File: config.mk
export PLATFORM = sky130hd
export DESIGN_NAME = seq_signed_divider
export DESIGN_NICKNAME = d
export VERILOG_FILES = /design/src/rtl/seq_signed_divider.sv
export SDC_FILE = /design/constraint.sdc
export NUM_CORES = 1
export LEC_CHECK = 0
export ABC_AREA = 1
export ABC_CLOCK_PERIOD_IN_PS = 2200
export CORE_AREA = 2 2 73 75
export CTS_CLUSTER_DIAMETER = 60
export DETAILED_ROUTE_END_ITERATION = 8
export DIE_AREA = 0 0 75 77
export PLACE_DENSITY = 0.75
export SLEW_MARGIN = 30
export SYNTH_ARGS = -nofsm -noshare
export SYNTH_HDL_FRONTEND = slang
export SYNTH_SLANG_ARGS = --single-unit
File: constraint.sdc
create_clock -name clk_in -period 2.2 [get_ports clk_in]
set_clock_uncertainty 0.15 [all_clocks]
set_input_delay 0.22 -clock clk_in [delete_from_list [all_inputs] [get_ports clk_in]]
set_output_delay 0.22 -clock clk_in [all_outputs]
set_load 0.02 [all_outputs]
File: src/rtl/seq_signed_divider.sv
// ---------------------------------------------------------------------------
// seq_signed_divider
//
// Multi-cycle restoring divider. One division takes WIDTH+2 cycles from the
// accepting edge to the end of the done pulse, whatever the operand values:
//   IDLE -> RUN (WIDTH iterations) -> FIX (sign fix-up / result register)
//        -> DONE (one-cycle done pulse) -> IDLE
//
// Optional feature:
//   SEQ_SIGNED_DIVIDER_SIGNED_EN  defined   : two's complement operands/results
//                                 undefined : unsigned operands/results
//
// Ports:
//   clk_in          single clock, rising edge
//   rst_in          asynchronous active-high reset
//   start_in        begin a division (sampled only in IDLE)
//   dividend_in     dividend, captured on the accepting edge
//   divisor_in      divisor, captured on the accepting edge
//   busy_out        high while iterating (RUN) and fixing up (FIX)
//   done_out        one-cycle pulse in DONE
//   quotient_out    registered quotient (all ones on divide by zero)
//   remainder_out   registered remainder (dividend on divide by zero)
//   div_by_zero_out registered flag, divisor was zero
// ---------------------------------------------------------------------------
module seq_signed_divider #(
  parameter int WIDTH = 8
) (
  input  logic             clk_in,
  input  logic             rst_in,
  input  logic             start_in,
  input  logic [WIDTH-1:0] dividend_in,
  input  logic [WIDTH-1:0] divisor_in,
  output logic             busy_out,
  output logic             done_out,
  output logic [WIDTH-1:0] quotient_out,
  output logic [WIDTH-1:0] remainder_out,
  output logic             div_by_zero_out
);

  localparam int CNT_W = (WIDTH > 1) ? $clog2(WIDTH) : 1;

  typedef enum logic [1:0] {IDLE, RUN, FIX, DONE} state_t;

  state_t             state_q, state_d;
  logic [CNT_W-1:0]   cnt_q, cnt_d;
  logic [WIDTH:0]     rem_q, rem_d;
  logic [WIDTH-1:0]   quo_q, quo_d;
  logic [WIDTH-1:0]   dsr_q, dsr_d;
  logic               dbz_q, dbz_d;
`ifdef SEQ_SIGNED_DIVIDER_SIGNED_EN
  logic               neg_quo_q, neg_quo_d;
  logic               neg_rem_q, neg_rem_d;
`endif
  logic               busy_q, busy_d;
  logic               done_q, done_d;
  logic [WIDTH-1:0]   quotient_q, quotient_d;
  logic [WIDTH-1:0]   remainder_q, remainder_d;
  logic               dbz_out_q, dbz_out_d;

  logic [WIDTH+1:0]   trial;
  logic               fits;

  always_comb begin
    state_d     = state_q;
    cnt_d       = cnt_q;
    rem_d       = rem_q;
    quo_d       = quo_q;
    dsr_d       = dsr_q;
    dbz_d       = dbz_q;
`ifdef SEQ_SIGNED_DIVIDER_SIGNED_EN
    neg_quo_d   = neg_quo_q;
    neg_rem_d   = neg_rem_q;
`endif
    busy_d      = busy_q;
    done_d      = done_q;
    quotient_d  = quotient_q;
    remainder_d = remainder_q;
    dbz_out_d   = dbz_out_q;

    // Shift the next dividend bit (held in the top of quo_q) into the
    // partial remainder; the extra top bit keeps the compare unsigned-safe.
    trial = {rem_q, quo_q[WIDTH-1]};
    fits  = (trial >= {2'b00, dsr_q});

    case (state_q)
      IDLE: begin
        if (start_in) begin
          state_d = RUN;
          busy_d  = 1'b1;
          cnt_d   = '0;
          rem_d   = '0;
          dbz_d   = (divisor_in == '0);
`ifdef SEQ_SIGNED_DIVIDER_SIGNED_EN
          // Iterate on magnitudes; the most negative value maps to
          // 2**(WIDTH-1), which is still representable as unsigned.
          quo_d     = dividend_in[WIDTH-1] ? -dividend_in : dividend_in;
          dsr_d     = divisor_in[WIDTH-1] ? -divisor_in : divisor_in;
          neg_quo_d = dividend_in[WIDTH-1] ^ divisor_in[WIDTH-1];
          neg_rem_d = dividend_in[WIDTH-1];
`else
          quo_d = dividend_in;
          dsr_d = divisor_in;
`endif
        end
      end

      RUN: begin
        // Restoring step: keep the difference only when the divisor fits.
        rem_d = fits ? (WIDTH+1)'(trial - {2'b00, dsr_q}) : trial[WIDTH:0];
        quo_d = {quo_q[WIDTH-2:0], fits};
        cnt_d = cnt_q + CNT_W'(1);
        if (cnt_q == CNT_W'(WIDTH - 1)) begin
          state_d = FIX;
        end
      end

      FIX: begin
        state_d   = DONE;
        busy_d    = 1'b0;
        done_d    = 1'b1;
        dbz_out_d = dbz_q;
`ifdef SEQ_SIGNED_DIVIDER_SIGNED_EN
        // A zero divisor yields an all-ones magnitude quotient; force all
        // ones so the sign fix-up cannot turn it into +1. The remainder
        // magnitude equals |dividend|, so re-signing restores the dividend.
        if (dbz_q) begin
          quotient_d = '1;
        end else begin
          quotient_d = neg_quo_q ? -quo_q : quo_q;
        end
        remainder_d = neg_rem_q ? -rem_q[WIDTH-1:0] : rem_q[WIDTH-1:0];
`else
        quotient_d  = quo_q;
        remainder_d = rem_q[WIDTH-1:0];
`endif
      end

      DONE: begin
        state_d = IDLE;
        done_d  = 1'b0;
      end

      default: begin
        state_d = IDLE;
        busy_d  = 1'b0;
        done_d  = 1'b0;
      end
    endcase
  end

  always_ff @(posedge clk_in or posedge rst_in) begin
    if (rst_in) begin
      state_q     <= IDLE;
      cnt_q       <= '0;
      rem_q       <= '0;
      quo_q       <= '0;
      dsr_q       <= '0;
      dbz_q       <= 1'b0;
`ifdef SEQ_SIGNED_DIVIDER_SIGNED_EN
      neg_quo_q   <= 1'b0;
      neg_rem_q   <= 1'b0;
`endif
      busy_q      <= 1'b0;
      done_q      <= 1'b0;
      quotient_q  <= '0;
      remainder_q <= '0;
      dbz_out_q   <= 1'b0;
    end else begin
      state_q     <= state_d;
      cnt_q       <= cnt_d;
      rem_q       <= rem_d;
      quo_q       <= quo_d;
      dsr_q       <= dsr_d;
      dbz_q       <= dbz_d;
`ifdef SEQ_SIGNED_DIVIDER_SIGNED_EN
      neg_quo_q   <= neg_quo_d;
      neg_rem_q   <= neg_rem_d;
`endif
      busy_q      <= busy_d;
      done_q      <= done_d;
      quotient_q  <= quotient_d;
      remainder_q <= remainder_d;
      dbz_out_q   <= dbz_out_d;
    end
  end

  assign busy_out        = busy_q;
  assign done_out        = done_q;
  assign quotient_out    = quotient_q;
  assign remainder_out   = remainder_q;
  assign div_by_zero_out = dbz_out_q;

endmodule
; ---- Word level (Yosys, flattened, before mapping)
; Cells that the tools add are included.
[op_classes]
n_bitwise = 0
eq_ne = 6
n_shift = 0
reduce_logical = 9
add_sub_neg = 2
n_mux = 13
multipliers = 0
div_mod_pow = 0
magnitude_cmp = 1
[op_table]
columns = cell, count
row1 = $mux W9, 2
row2 = $pmux W9 S2, 1
row3 = $pmux W8 S2, 1
row4 = $ge A10 B8 Y1, 1
row5 = $sub A9 B8 Y9, 1
row6 = $logic_not A8 Y1, 1
row7 = $mux W8, 1
row8 = $pmux W2 S4, 1
row9 = $reduce_and A2 Y1, 4
row10 = $pmux W3 S2, 1
row11 = $reduce_bool A2 Y1, 3
row12 = $eq A2 B2 Y1 const B, 2
row13 = $mux W2, 2
row14 = $ne A2 B2 Y1 const B, 2
row15 = $pmux W1 S2, 2
row16 = $add A3 B1 Y3 const B, 1
row17 = $eq A3 B3 Y1 const B, 1
row18 = $mux W3, 1
row19 = $eq A2 B1 Y1 const B, 1
row20 = $logic_not A2 Y1, 1
row21 = $mux W1, 1
[totals]
ram_bits = 0
out_inout_bits = 19
memories = 0
regBits = 50
inputBits = 19
latchBits = 0
wordCells = 42
romBits = 0

; ---- Depth between registers and ports, before layout
[logic_depth]
ltp_word = 3
ltp_mapped = 13
depth_no_buf = 12

; ---- Worst setup path after synthesis
; OpenSTA, ideal clock, no wires.
[synth_path]
kind = register to register
start = register quo_q[7]
end = register rem_q[6]
setup_ns = 0.116
n_path_buf = 1
setup_slack_ns = 0.212
required_ns = 1.934
arrival_ns = 1.722
path_stages_with_launch = 13
cell_sequence = dfrtp_1 > inv_1 > ha_1 > fa_1 > inv_1 > nand3_1 > nand2_1 > nand2_2 > nand3_2 > buf_6 > nand3_1 > nand2_1 > nand2_1
[synth_between]
elab_chain_len = 3
elab_cells_between_ends = 4
cone_classes = add/sub: 1 / order compare: 1 / mux: 2
[synth_lines]
columns = item, line_no
row1 = from (decl), 47  ; logic [WIDTH-1:0] quo_q, quo_d;
row2 = from (signal assigned), 172  ; quo_q <= quo_d;
row3 = $sub A9 B8 Y9 / $ge A10 B8 Y1 (equally long branches), "109, 83"
row4 = $mux W9 (*), 109  ; rem_d = fits ? (WIDTH+1)'(trial - {2'b00, dsr_q}) : trial[WIDTH:0];
row5 = $pmux W9 S2 (*), 85  ; case (state_q)
row6 = to (signal assigned), 171  ; rem_q <= rem_d;
row7 = to (decl), 46  ; logic [WIDTH:0] rem_q, rem_d;
; Mark *: on every way between the ends. The rest lies on a longest branch, timed or not.
; A chain may end at the register's enable or synchronous reset.

; ---- Worst setup path after layout
[layout_path]
start = register quo_q[7]
end = register rem_q[4]
; The elaborated chain is that of the path after synthesis.

==> summary.md <==
The run finished with clean final reports. The number of max-slew violations in the final report is 0. The arrival time at the worst endpoint came out at 2.14 ns.

At the end of the flow, the number of nets in the layout was 400. Clock tree synthesis selected as its root buffer the cell sky130_fd_sc_hd__clkbuf_8. Buffers inserted during clock tree synthesis total 5. met1 is the most crowded layer.

Of the total power, combinational logic draws 59.0%. Buffers inserted to repair hold after CTS numbered 0. The buffer count from post-CTS setup fixing came out at 0.

Global routing consumed, over all layers together, 20.6% of the routing resources. The internal power summed over all cells came out at 2710 uW. The share of power burned in the clock network is 10.2%.

At the placement stage, the worst setup path has a slack of 0.0381 ns. Counting every net in the synthesized netlist gives 358. The detailed router finished its first iteration with 141 violations. The tools report the worst-skew pair later-pin latency as 0.30 ns. Startpoint kind of the worst setup timing path: a flip-flop. The distinct cell type count of the synthesized netlist came out at 29.

The type of the worst setup path is flip-flop to flip-flop. The number of buffer cells added on primary ports was 37. For the global-route met2 utilization, the log shows 29.9%. Data on the critical path is required at its endpoint by 2.25 ns. After legalization and detailed placement, the total HPWL measured 3910 um. Of the total power, the share spent switching nets is 46.7%.

Detailed routing inserted a total of 2153 vias. The weighted congestion reported at the end of routability-driven placement was 0.906. With fillers left out, the area of the finished cells amounts to 3190 sq um. Post-CTS repair changed the size of 0 cells. The routed design could run at a clock period as short as 2.09 ns. The core region is 4980 sq um. No sink is reached through more buffers than the 2 on the longest clock path. For the pin with the worst max-slew slack, the measured transition is 0.428 ns. From bottom edge to top edge, the die measures 77 um. The initial utilization of the core area, before any placement, comes to 52.5%. Setup violations remaining at the end of the flow were counted as 0. Summed over all layers, the global routing overflow is 0.

VDD sags by at most 0.873 mV. The tools report the end of the worst register-to-register path as rem_q[4]$_DFFE_PP0P_. In this run the static leakage power is 0.00162 uW. Dividing the final minimum period by the clock period gives 95.1%.

The number of global-route vias before repair is 1995. The async set or reset register ratio after synthesis came out at 100%. Power density over the cells: 1600 nW/um^2.

In the final layout, the share of cells above drive strength 1 is 7.10%. Across the run, the number of max-cap violations was 0. For the worst flop-to-flop path, the logic depth is 11. The tools report the final sum of negative setup slack as 0 ns. Entering global routing, the biggest net connects 51 pins. The remaining antenna violation count after routing came out at 0. The average via count per standard cell is 4.94, and the number of top-level pins is 38.

Synthesis inferred 50 register bits. The mean routed wirelength per cell was 12.1 um; the setup slack of the critical path after layout was 0.107 ns. Dividing the synthesized area by the synthesized cell count gives 8.06 sq um. Of the synthesized area, sequential elements account for 47.9%. The wire length after detailed routing is 5270 um.

STA classifies the critical path endpoint as a flip-flop. The most used flip-flop cell after synthesis is sky130_fd_sc_hd__dfrtp_1. Clock sink total: 50.

The first global-routing pass estimated 9150 um of wire. TritonCTS built the clock tree. The tools report the hold violation count in the final report as 0. The first TritonRoute pass finished after 4 iterations.

The routing usage on met1 is 31.3%, and the width of the die is 75 um. The number of synthesized flops with an enable pin was 0; the critical-path maximum fanout was 7. Reg-to-reg startpoint: quo_q[7]$_DFFE_PP0P_. The run gives 0.11 ns as the setup slack of the worst register-to-register path. The tools report the row count as 26.

The logs give 0 for the number of DRC violations after detailed routing and 0 for the number of antenna violations at the first check in global routing. In this run the power spent charging and discharging nets is 2380 uW. The layout overhead on the synthesized area was 22.1%. The worst max-slew margin expressed relative to the limit was 71.4%.

The die covers 5780 sq um. In the global route stage, met3 resource usage came out at 3.94%. Based on the critical path, the design can be clocked at up to 478 MHz. The run gives 2 as the level count of the clock H-tree.

Synthesis produced 324 cells. The number of inserted diodes was 0; the fraction of power consumed by sequential logic was 30.8%. In this run the cell area measured after placement is 3080 sq um. Yosys printed 0 warnings. Clock edge transition at the registers on the reported setup and hold paths: 0.09 ns.

The cell area after synthesis is 2610 sq um. The path type of the worst min-delay path is input port to async pin.
synth_stat cells (3+ instances only):
cell / instances / share of area [%]
sky130_fd_sc_hd__nand2_1: 105 / 15
sky130_fd_sc_hd__dfrtp_1: 50 / 48
sky130_fd_sc_hd__inv_1: 47 / 6.8
sky130_fd_sc_hd__o21ai_0: 28 / 5.4
sky130_fd_sc_hd__nor2_1: 15 / 2.2
sky130_fd_sc_hd__ha_1: 14 / 6.7
sky130_fd_sc_hd__nand3_1: 12 / 2.3
sky130_fd_sc_hd__o211ai_1: 7 / 2.0
sky130_fd_sc_hd__a21oi_1: 5 / 0.96
sky130_fd_sc_hd__clkbuf_1: 5 / 0.72
sky130_fd_sc_hd__nand4_1: 5 / 1.2
sky130_fd_sc_hd__nor2_2: 4 / 0.96
sky130_fd_sc_hd__o21ai_1: 4 / 0.77
sky130_fd_sc_hd__buf_2: 3 / 0.57
stage by stage:
| stage | std cells | util [%] | hold slack (ns) | total power, uW |
|---|---|---|---|---|
| global placement | 428 | 62.0 | 0.306 | 4460 |
| finish | 436 | 64.1 | 0.116 | 5090 |
| CTS | 435 | 63.6 | 0.124 | 5050 |
| global route | 436 | 64.1 | 0.145 | 5610 |
| floorplan | 324 | - | 0.180 | 3710 |
| detailed placement | 428 | 62.0 | 0.309 | 4510 |
power by group through the flow:
| stage | Sequential [uW] | Clock [uW] | Combinational [uW] |
|---|---|---|---|
| after floorplan | 1700 | 0 | 2020 |
| after global placement | 1570 | 0 | 2890 |
| after detailed placement | 1590 | 0 | 2920 |
| after CTS | 1570 | 537 | 2940 |
| after global routing | 1620 | 562 | 3430 |
| final | 1570 | 522 | 3000 |
cells in the final DEF, fill, tap and decap left out:
| cell | count |
|---|---|
| sky130_fd_sc_hd__nand2_1 | 105 |
| sky130_fd_sc_hd__dfrtp_1 | 50 |
| sky130_fd_sc_hd__inv_1 | 46 |
| sky130_fd_sc_hd__clkdlybuf4s50_1 | 37 |
| sky130_fd_sc_hd__o21ai_0 | 28 |
| sky130_fd_sc_hd__nor2_1 | 15 |
| sky130_fd_sc_hd__ha_1 | 14 |
| sky130_fd_sc_hd__nand3_1 | 12 |
| sky130_fd_sc_hd__o211ai_1 | 7 |
| sky130_fd_sc_hd__buf_4 | 6 |
| sky130_fd_sc_hd__a21oi_1 | 5 |
| sky130_fd_sc_hd__nand4_1 | 5 |
| sky130_fd_sc_hd__clkbuf_8 | 5 |
| sky130_fd_sc_hd__nor2_2 | 4 |
| sky130_fd_sc_hd__o21ai_1 | 4 |
| sky130_fd_sc_hd__o22ai_1 | 2 |
| sky130_fd_sc_hd__a22o_1 | 2 |
| sky130_fd_sc_hd__nand3_2 | 2 |
| sky130_fd_sc_hd__xnor2_1 | 2 |
| sky130_fd_sc_hd__nor4_1 | 1 |
| sky130_fd_sc_hd__nor3_1 | 1 |
| sky130_fd_sc_hd__o21ai_2 | 1 |
| sky130_fd_sc_hd__nand2_2 | 1 |
| sky130_fd_sc_hd__nor2_4 | 1 |
| sky130_fd_sc_hd__nand2_4 | 1 |
| sky130_fd_sc_hd__inv_2 | 1 |
| sky130_fd_sc_hd__nand3b_1 | 1 |
| sky130_fd_sc_hd__a31oi_1 | 1 |
| sky130_fd_sc_hd__nand3_4 | 1 |
| sky130_fd_sc_hd__xor2_1 | 1 |
| sky130_fd_sc_hd__fa_1 | 1 |
| sky130_fd_sc_hd__inv_6 | 1 |
| sky130_fd_sc_hd__clkinv_2 | 1 |
| sky130_fd_sc_hd__buf_12 | 1 |
flip-flops by register name, summed over array words and instances, names as in the netlist:
register and flops:
rem_q 9, state_q 2, quotient_out 8, div_by_zero_out 1, quo_q 8, remainder_out 8
done_out 1, busy_out 1, cnt_q 3, dbz_q 1, dsr_q 8
worst max-delay path by stage:
| stage | startpoint | end | slack, ns | depth (start not counted) |
|---|---|---|---|---|
| after detailed placement | quo_q[7]$_DFFE_PP0P_ | rem_q[5]$_DFFE_PP0P_ | 0.04 | 11 |
| after global placement | quo_q[7]$_DFFE_PP0P_ | rem_q[5]$_DFFE_PP0P_ | 0.12 | 11 |
| after CTS | quo_q[7]$_DFFE_PP0P_ | rem_q[5]$_DFFE_PP0P_ | 0.02 | 11 |
| after global routing | quo_q[7]$_DFFE_PP0P_ | rem_q[7]$_DFFE_PP0P_ | -0.005 | 12 |
| final | quo_q[7]$_DFFE_PP0P_ | rem_q[4]$_DFFE_PP0P_ | 0.11 | 11 |
| after floorplan | quo_q[7]$_DFFE_PP0P_ | rem_q[6]$_DFFE_PP0P_ | 0.21 | 12 |
per-layer routing:
metal / wire length (um) / up-vias
met2: 2370 / 38
li1: - / 1122
met4: 44 / 0
met1: 2670 / 989
met3: 184 / 4
met5: 0 / -
final cells by class:
cell class	count	area (sq um)
Clock inverter	2	13.8
Inverter	47	176
Sequential cell	50	1250
Timing Repair Buffer	44	435
Clock buffer	5	68.8
Tap cell	70	87.6
Fill cell	455	1790
Multi-Input combinational cell	218	1160
critical path, stage by stage, from the launching register on:
cell and delay (ns):
sky130_fd_sc_hd__dfrtp_1 0.36, sky130_fd_sc_hd__inv_1 0.06, sky130_fd_sc_hd__ha_1 0.22, sky130_fd_sc_hd__fa_1 0.40
sky130_fd_sc_hd__inv_1 0.08, sky130_fd_sc_hd__nand3_1 0.06, sky130_fd_sc_hd__nand2_1 0.17, sky130_fd_sc_hd__nand2_4 0.11
sky130_fd_sc_hd__nand3_2 0.17, sky130_fd_sc_hd__nand2_1 0.08, sky130_fd_sc_hd__nand2_1 0.06, sky130_fd_sc_hd__o21ai_1 0.05
kinds of logic after synthesis:
group / Yosys count / share of synthesized area [%]
flops: 50 / 47.9
compound gates: 50 / 10.8
simple gates: 149 / 24.1
fa+ha+maj: 15 / 7.47
xor+xnor: 3 / 1.01
buf+inv: 57 / 8.67
Note: power is estimated with default switching activity, not from simulation.
